File: src/rtl/wash_cycle_sequencer.sv
// Wash program controller: steps the datapath through FILL, WASH, RINSE and SPIN with a per-phase
// down-counter, and handles door-open pause/resume and abort. All outputs come straight from flops.
module wash_cycle_sequencer #(
    parameter int unsigned FILL_CYC  = 8,
    parameter int unsigned WASH_CYC  = 16,
    parameter int unsigned RINSE_CYC = 8,
    parameter int unsigned SPIN_CYC  = 12
) (
    input  logic       clk,
    input  logic       rst,
    input  logic       start,
    input  logic       door_closed,
    input  logic       abort,
    output logic [2:0] dp_ctrl,
    output logic [7:0] dp_data,
    output logic [2:0] phase,
    output logic       busy,
    output logic       done,
    output logic       aborted,
    output logic       start_err
);

    typedef enum logic [2:0] {
        S_IDLE  = 3'd0,
        S_FILL  = 3'd1,
        S_WASH  = 3'd2,
        S_RINSE = 3'd3,
        S_SPIN  = 3'd4,
        S_PAUSE = 3'd5,
        S_DONE  = 3'd6,
        S_BAD   = 3'd7
    } state_t;

    localparam logic [7:0] L_FILL  = 8'(FILL_CYC - 1);
    localparam logic [7:0] L_WASH  = 8'(WASH_CYC - 1);
    localparam logic [7:0] L_RINSE = 8'(RINSE_CYC - 1);
    localparam logic [7:0] L_SPIN  = 8'(SPIN_CYC - 1);

    function automatic logic f_active(input state_t s);
        f_active = (s == S_FILL) || (s == S_WASH) || (s == S_RINSE) || (s == S_SPIN);
    endfunction

    function automatic logic [2:0] f_ctrl(input state_t s);
        case (s)
            S_FILL:  f_ctrl = 3'b010;
            S_WASH:  f_ctrl = 3'b001;
            S_RINSE: f_ctrl = 3'b011;
            S_SPIN:  f_ctrl = 3'b001;
            default: f_ctrl = 3'b000;
        endcase
    endfunction

    function automatic state_t f_next_phase(input state_t s);
        case (s)
            S_FILL:  f_next_phase = S_WASH;
            S_WASH:  f_next_phase = S_RINSE;
            S_RINSE: f_next_phase = S_SPIN;
            default: f_next_phase = S_DONE;
        endcase
    endfunction

    function automatic logic [7:0] f_load(input state_t s);
        case (s)
            S_FILL:  f_load = L_FILL;
            S_WASH:  f_load = L_WASH;
            S_RINSE: f_load = L_RINSE;
            S_SPIN:  f_load = L_SPIN;
            default: f_load = 8'h00;
        endcase
    endfunction

    state_t     r_state;
    state_t     r_saved;
    logic [7:0] r_timer;
    logic [2:0] r_dp_ctrl;
    logic [7:0] r_dp_data;
    logic       r_busy;
    logic       r_done;
    logic       r_aborted;
    logic       r_start_err;

    state_t     w_state_nxt;
    state_t     w_saved_nxt;
    logic [7:0] w_timer_nxt;
    logic       w_aborted_nxt;
    logic       w_done_nxt;
    logic       w_err_nxt;

    // Next-state decision; abort outranks door-open, which outranks timer expiry.
    always_comb begin
        w_state_nxt   = r_state;
        w_saved_nxt   = r_saved;
        w_timer_nxt   = r_timer;
        w_aborted_nxt = r_aborted;
        w_done_nxt    = 1'b0;
        w_err_nxt     = 1'b0;
        case (r_state)
            S_IDLE: begin
                if (start && door_closed) begin
                    w_state_nxt   = S_FILL;
                    w_timer_nxt   = L_FILL;
                    w_aborted_nxt = 1'b0;
                end else if (start) begin
                    w_err_nxt = 1'b1;
                end else begin
                    w_state_nxt = S_IDLE;
                end
            end
            S_FILL, S_WASH, S_RINSE, S_SPIN: begin
                if (abort) begin
                    w_state_nxt   = S_IDLE;
                    w_saved_nxt   = S_IDLE;
                    w_timer_nxt   = 8'h00;
                    w_aborted_nxt = 1'b1;
                end else if (!door_closed) begin
                    w_state_nxt = S_PAUSE;
                    w_saved_nxt = r_state;
                end else if (r_timer == 8'h00) begin
                    w_state_nxt = f_next_phase(r_state);
                    w_timer_nxt = f_load(f_next_phase(r_state));
                    w_done_nxt  = (r_state == S_SPIN);
                end else begin
                    w_timer_nxt = r_timer - 8'd1;
                end
            end
            S_PAUSE: begin
                if (abort) begin
                    w_state_nxt   = S_IDLE;
                    w_saved_nxt   = S_IDLE;
                    w_timer_nxt   = 8'h00;
                    w_aborted_nxt = 1'b1;
                end else if (door_closed && start) begin
                    w_state_nxt = r_saved;
                end else begin
                    w_state_nxt = S_PAUSE;
                end
            end
            S_DONE: begin
                w_state_nxt = S_IDLE;
                w_timer_nxt = 8'h00;
            end
            default: begin
                w_state_nxt = S_IDLE;
                w_saved_nxt = S_IDLE;
                w_timer_nxt = 8'h00;
            end
        endcase
    end

    // State, timer and output registers; outputs are decoded from the next state so they align with phase.
    always_ff @(posedge clk or negedge rst) begin
        if (!rst) begin
            r_state     <= S_IDLE;
            r_saved     <= S_IDLE;
            r_timer     <= 8'h00;
            r_dp_ctrl   <= 3'b000;
            r_dp_data   <= 8'h00;
            r_busy      <= 1'b0;
            r_done      <= 1'b0;
            r_aborted   <= 1'b0;
            r_start_err <= 1'b0;
        end else begin
            r_state     <= w_state_nxt;
            r_saved     <= w_saved_nxt;
            r_timer     <= w_timer_nxt;
            r_dp_ctrl   <= f_ctrl(w_state_nxt);
            r_dp_data   <= f_active(w_state_nxt) ? w_timer_nxt : 8'h00;
            r_busy      <= f_active(w_state_nxt) || (w_state_nxt == S_PAUSE);
            r_done      <= w_done_nxt;
            r_aborted   <= w_aborted_nxt;
            r_start_err <= w_err_nxt;
        end
    end

    assign phase     = r_state;
    assign dp_ctrl   = r_dp_ctrl;
    assign dp_data   = r_dp_data;
    assign busy      = r_busy;
    assign done      = r_done;
    assign aborted   = r_aborted;
    assign start_err = r_start_err;

endmodule

File: config.mk
export PLATFORM = sky130hd
export DESIGN_NAME = wash_cycle_sequencer
export DESIGN_NICKNAME = d
export VERILOG_FILES = /design/src/rtl/wash_cycle_sequencer.sv
export SDC_FILE = /design/constraint.sdc
export NUM_CORES = 1
export LEC_CHECK = 0
export ABC_CLOCK_PERIOD_IN_PS = 4500
export BUFFER_PORTS_ARGS = -buffer_cell sky130_fd_sc_hd__buf_2
export CORE_MARGIN = 2
export CORE_UTILIZATION = 59
export DETAILED_ROUTE_END_ITERATION = 10
export PLACE_DENSITY = 0.89
export SYNTH_ARGS = -nofsm -noshare
export SYNTH_HDL_FRONTEND = slang
export SYNTH_SLANG_ARGS = --single-unit
File: constraint.sdc
create_clock -name clk -period 4.5 [get_ports clk]
set_input_delay 0.45 -clock clk [delete_from_list [all_inputs] [get_ports clk]]
set_output_delay 0.45 -clock clk [all_outputs]
set_load 0.01 [all_outputs]
# Word level (Yosys, flattened, before mapping)
# Cells that the tools add are included.
# Widths: inputs -> output; s select.
# op_classes
n_bitwise,1
reduce_logical,15
mux,36
n_eq_ne,19
add_sub_neg,1
# ops
op,count
$mux 8,6
$mux 3,14
$pmux 3 s3,3
$pmux 8 s3,1
$eq 3x2->1 const B,6
$eq 3x3->1 const B,6
$pmux 4 s3,1
$eq 3x1->1 const B,3
$mux 1,9
$logic_not 8->1,1
$sub 8x1->8 const B,1
$pmux 2 s3,1
$reduce_and 3->1,2
$reduce_or 2->1,3
$reduce_or 5->1,1
$logic_or 1x1->1,4
$ne 2x2->1 const B,2
$reduce_or 4->1,1
$logic_not 3->1,1
$ne 3x3->1 const B,1
$ne 2x1->1 const B,1
$pmux 1 s2,1
$reduce_bool 2->1,1
$logic_and 1x1->1,1
$not 1->1,1
# totals
ff_bits,29
output_inout_bits,18
in_bits,5
wordCells,81

# Logic depth before layout (Yosys ltp)
# depth
ltp_word,14
ltp_mapped,10
mapped_depth_nobuf,8

# Worst setup path before layout
# No wires, ideal clock.
# synth_timing
path_kind,flip-flop to flip-flop
start,reg r_timer[0]
end,reg r_dp_data[3] (netlist: dp_data[3])
path_stages_with_launch,11
t_arrival_ns,2.041
synth_period_minus_slack_ns,2.123
path_buffers,2
slack_ns,2.377
cell_sequence,dfrtp_1 inv_1 ha_1 nor3b_1 and2_1 buf_4 a21oi_1 o21a_1 or3_1 buf_6 a22oi_2
# synth_via
elab_chain_cells,10
# synth_rtl
item,line,rtl
"start, declared",74,logic [7:0] r_timer;
"start signal, assigned",165,r_timer <= w_timer_nxt;
branches (longest 9 deep; another with $sub 8x1->8),--,
$mux 8 *,167,r_dp_data <= f_active(w_state_nxt) ? w_timer_nxt : 8'h00;
"end signal, assigned",167,
"end, declared",76,logic [7:0] r_dp_data;
# Mark *: on every way between the ends.
# A chain may end at the register's enable or synchronous reset.

# Final worst setup path
# layout_timing
start,reg r_timer[0]
end,reg r_dp_ctrl[0] (netlist: dp_ctrl[0])
# layout_via
elab_chain_cells,8
# layout_rtl
item,line,rtl
$logic_not 8->1 *,118,end else if (r_timer == 8'h00) begin
$mux 3 *,118,
$mux 3 *,115,end else if (!door_closed) begin
$mux 3 *,110,if (abort) begin
$pmux 3 s3 *,97,case (r_state)
named net w_state_nxt[1],82,state_t w_state_nxt;
$eq 3x2->1 or $eq 3x3->1 (tied branches),44,case (s)
$reduce_or 2->1 (no source line),--,
$pmux 2 s3 *,44,
"end signal, assigned",166,r_dp_ctrl <= f_ctrl(w_state_nxt);
"end, declared",75,logic [2:0] r_dp_ctrl;
# Mark *: on every way through the listed nets, which the timed path passes. The rest lies on a longest branch.

==> out/results.ini <==
[grt]
antenna_found_initial = 0
grt_pass1_wl_microns = 6000
grt_pass1_vias = 1346
grt_max_degree = 29
grt_use_total_pct = 23.4
grt-ovfl-total = 0

[placement]
globalplace.congestion = 0.910
pre_cts_ws_ns = 1.99
detailed_place_hpwl_microns = 2540
port_buffers = 21
placed_area_sq_um = 1720

[logic_synthesis]
synth_area_per_cell_sq_um = 9.38
synth.area.top_cells = dfrtp_1 42%, a21boi_2 4.8%, a21oi_1 4.5%, nor2_1 4.3%, o21ai_0 3.9%
ys_ff_latch = 28
syn_inst = 176
ys.flop_type = dfrtp_1
synth_area_sq_um = 1650
ys_warn_count = 0
async_flop_share_pct = 100
netlist-cell-type-count = 51
synth_edf_count = 0
synthTopCellsByCount = 28 x dfrtp_1, 19 x nor2_1, 15 x a21oi_1
yosysMostFrequentCell = dfrtp_1
synth_top_area_share_pct = 42.4
synth_fp_nets = 183
synth-seq-area-share_pct = 42.4
synth_top_cell_by_area = dfrtp_1

[floorplanning]
ios = 23
die_area_sq_um = 3240
die_w_microns = 56.9
core_sq_um = 2710
std_cell_rows = 19
die_h_microns = 56.9
initial_core_util_pct = 60.9

[critical_path]
cp_slowest_stage_delay_ns = 0.48
cp-start-kind = flip-flop
cp-end-kind = flip-flop
path_max_fanout = 9
cp.required_ns = 4.71
worstSetupPathType = reg2reg
cpMaxStageDelayCell = or3_1
cp_data_arrival_time_ns = 2.87
path_cells = inv_1, ha_1, nor3b_1, and2_1, mux2i_1, o21ai_1, or3_1, nand2_1

[sta]
min_period_ns = 2.66
skew_ns = 0.0105
finalMaxSlewViolations = 0
maxSlewHeadroom_pct = 58.1
fmax_mhz = 376
hold_viol = 0
rsz0062_at_grt = no
setup_violations = 0
fin_crit_sh_pct = 59.1
fin_ws_ns = 1.84
worstMarginPinSlew_ns = 0.629
tns_ns = 0
timing.hold.ws_ns = 0.0960

[cts]
clock_path_buffers = 2
ctsHoldBuffers = 0
cts_sinks = 28
worst_skew_pair.late_latency_ns = 0.34
postCtsSetupBuffers = 0
numCtsBuffers = 3
htreeDepth = 1
cts_tree = yes
root_buffer = clkbuf_4
clk_pin_slew_ns = 0.15
cts_resized = 0

[pwr]
leakagePower_uw = 0.000811
peakVddDrop_v = 0.000367
cellPowerDensity_nw_per_um2 = 622

[cells_and_area]
area_growth_pct = 6.52
post-route-util_pct = 64.9
layout.nets = 198
n_antenna_cell = 0
layout-drive-gt1-share_pct = 22.6
postLayoutCellArea_sq_um = 1760

[routing]
first_pass_iters = 4
wl_per_cell_microns = 16.1
wl_microns = 3550
route.detailed.drc = 0
viasPerCell = 6.40
antenna_left = 0
first_iter_violations = 62
vias = 1415

[status]
outcome = complete, no violations

[flow_run]
cap_viol_max_count = 0

[worst_hold_path]
min_path_type = in2async

[worst max-delay path, delay by kind of cell (launching register included)]
kind                     cells  cell delay, ns
AO/OA/AOI/OAI                1            0.37
AND/OR/NAND/NOR              4            1.31
flip-flops                   1            0.42
buffers and inverters        1            0.12
adder cells (fa/ha/maj)      1            0.20
multiplexers                 1            0.11
[layout by cell type (no fill, tap or decap), types with 2 or more instances in the layout]
cell type	count
a21boi_0	2
nor3_1	6
nand3_1	5
and2_1	3
inv_1	6
nand4b_1	3
nor2_1	19
ha_1	2
nand2_1	12
o22ai_1	2
clkbuf_4	3
or3_1	2
a22o_1	2
nor4b_1	2
nand4_1	2
a21o_1	2
o21ai_0	13
xnor2_1	2
dfrtp_1	28
nor3b_1	2
or2_2	2
nand2b_1	2
a21oi_1	15
buf_2	21
a21boi_2	7
o21ai_1	2
[final timing paths]
path / startpoint / slack [ns] / cells past startpoint / end
min reg2reg: r_saved[2] / 0.54 / 2 / r_saved[2]
max: r_timer[0] / 1.84 / 8 / dp_ctrl[0]
max reg2reg: r_timer[0] / 1.84 / 8 / dp_ctrl[0]
min: rst / 0.1 / 1 / r_timer[3]
min in group clk: start / 0.39 / 3 / start_err
max in group asynchronous: rst / 4.01 / 1 / r_timer[1]
[registers in the layout, summed over array words and instances (netlist names)]
signal     cells
r_timer        8
r_saved        3
start_err      1
aborted        1
dp_data        8
done           1
phase          3
busy           1
dp_ctrl        2
[report_power, final]
part / internal, uW / switching [uW]
combinational: 227 / 325
clock: 49.7 / 74.7
sequential: 322 / 95.8
[through the flow]
step           cells  power (uW)
2_1_floorplan    176         841
3_3_place_gp     217         933
3_5_place_dp     217         958
4_1_cts          221        1080
5_1_grt          221        1180
6_report         221        1090
[layout make-up]
class                      count  area (sq um)
multi-input combinational    130           852
timing repair buffer          21           105
inverter                       7          26.3
sequential                    28           701
tap                           31          38.8
clock buffer                   4          36.3
fill                         232           951
[metal layers]
metal  vias to the layer above  share of wire (%)  GRT usage [%]  wire length [microns]
met5                         -                  0              0                      0
met3                        13                7.4           5.53                    262
met1                       673                 45           30.5                   1600
met2                        71                 46           37.8                   1630
met4                         0                1.7           8.97                     61
li1                        658                  -              -                      -
[kinds of logic (layout without fill, tap and decap cells)]
family                   Yosys count  after routing  share of synthesized area, %
buffers and inverters             18             32                          5.98
flip-flops                        28             28                          42.4
other                              1              1                         0.227
AND/OR/NAND/NOR                   67             67                          22.3
multiplexers                       1              1                         0.606
XOR/XNOR                           3              3                          1.59
adder cells (fa/ha/maj)            2              2                          1.51
AO/OA/AOI/OAI                     56             56                          25.3
(Power assumes the default switching activity.)
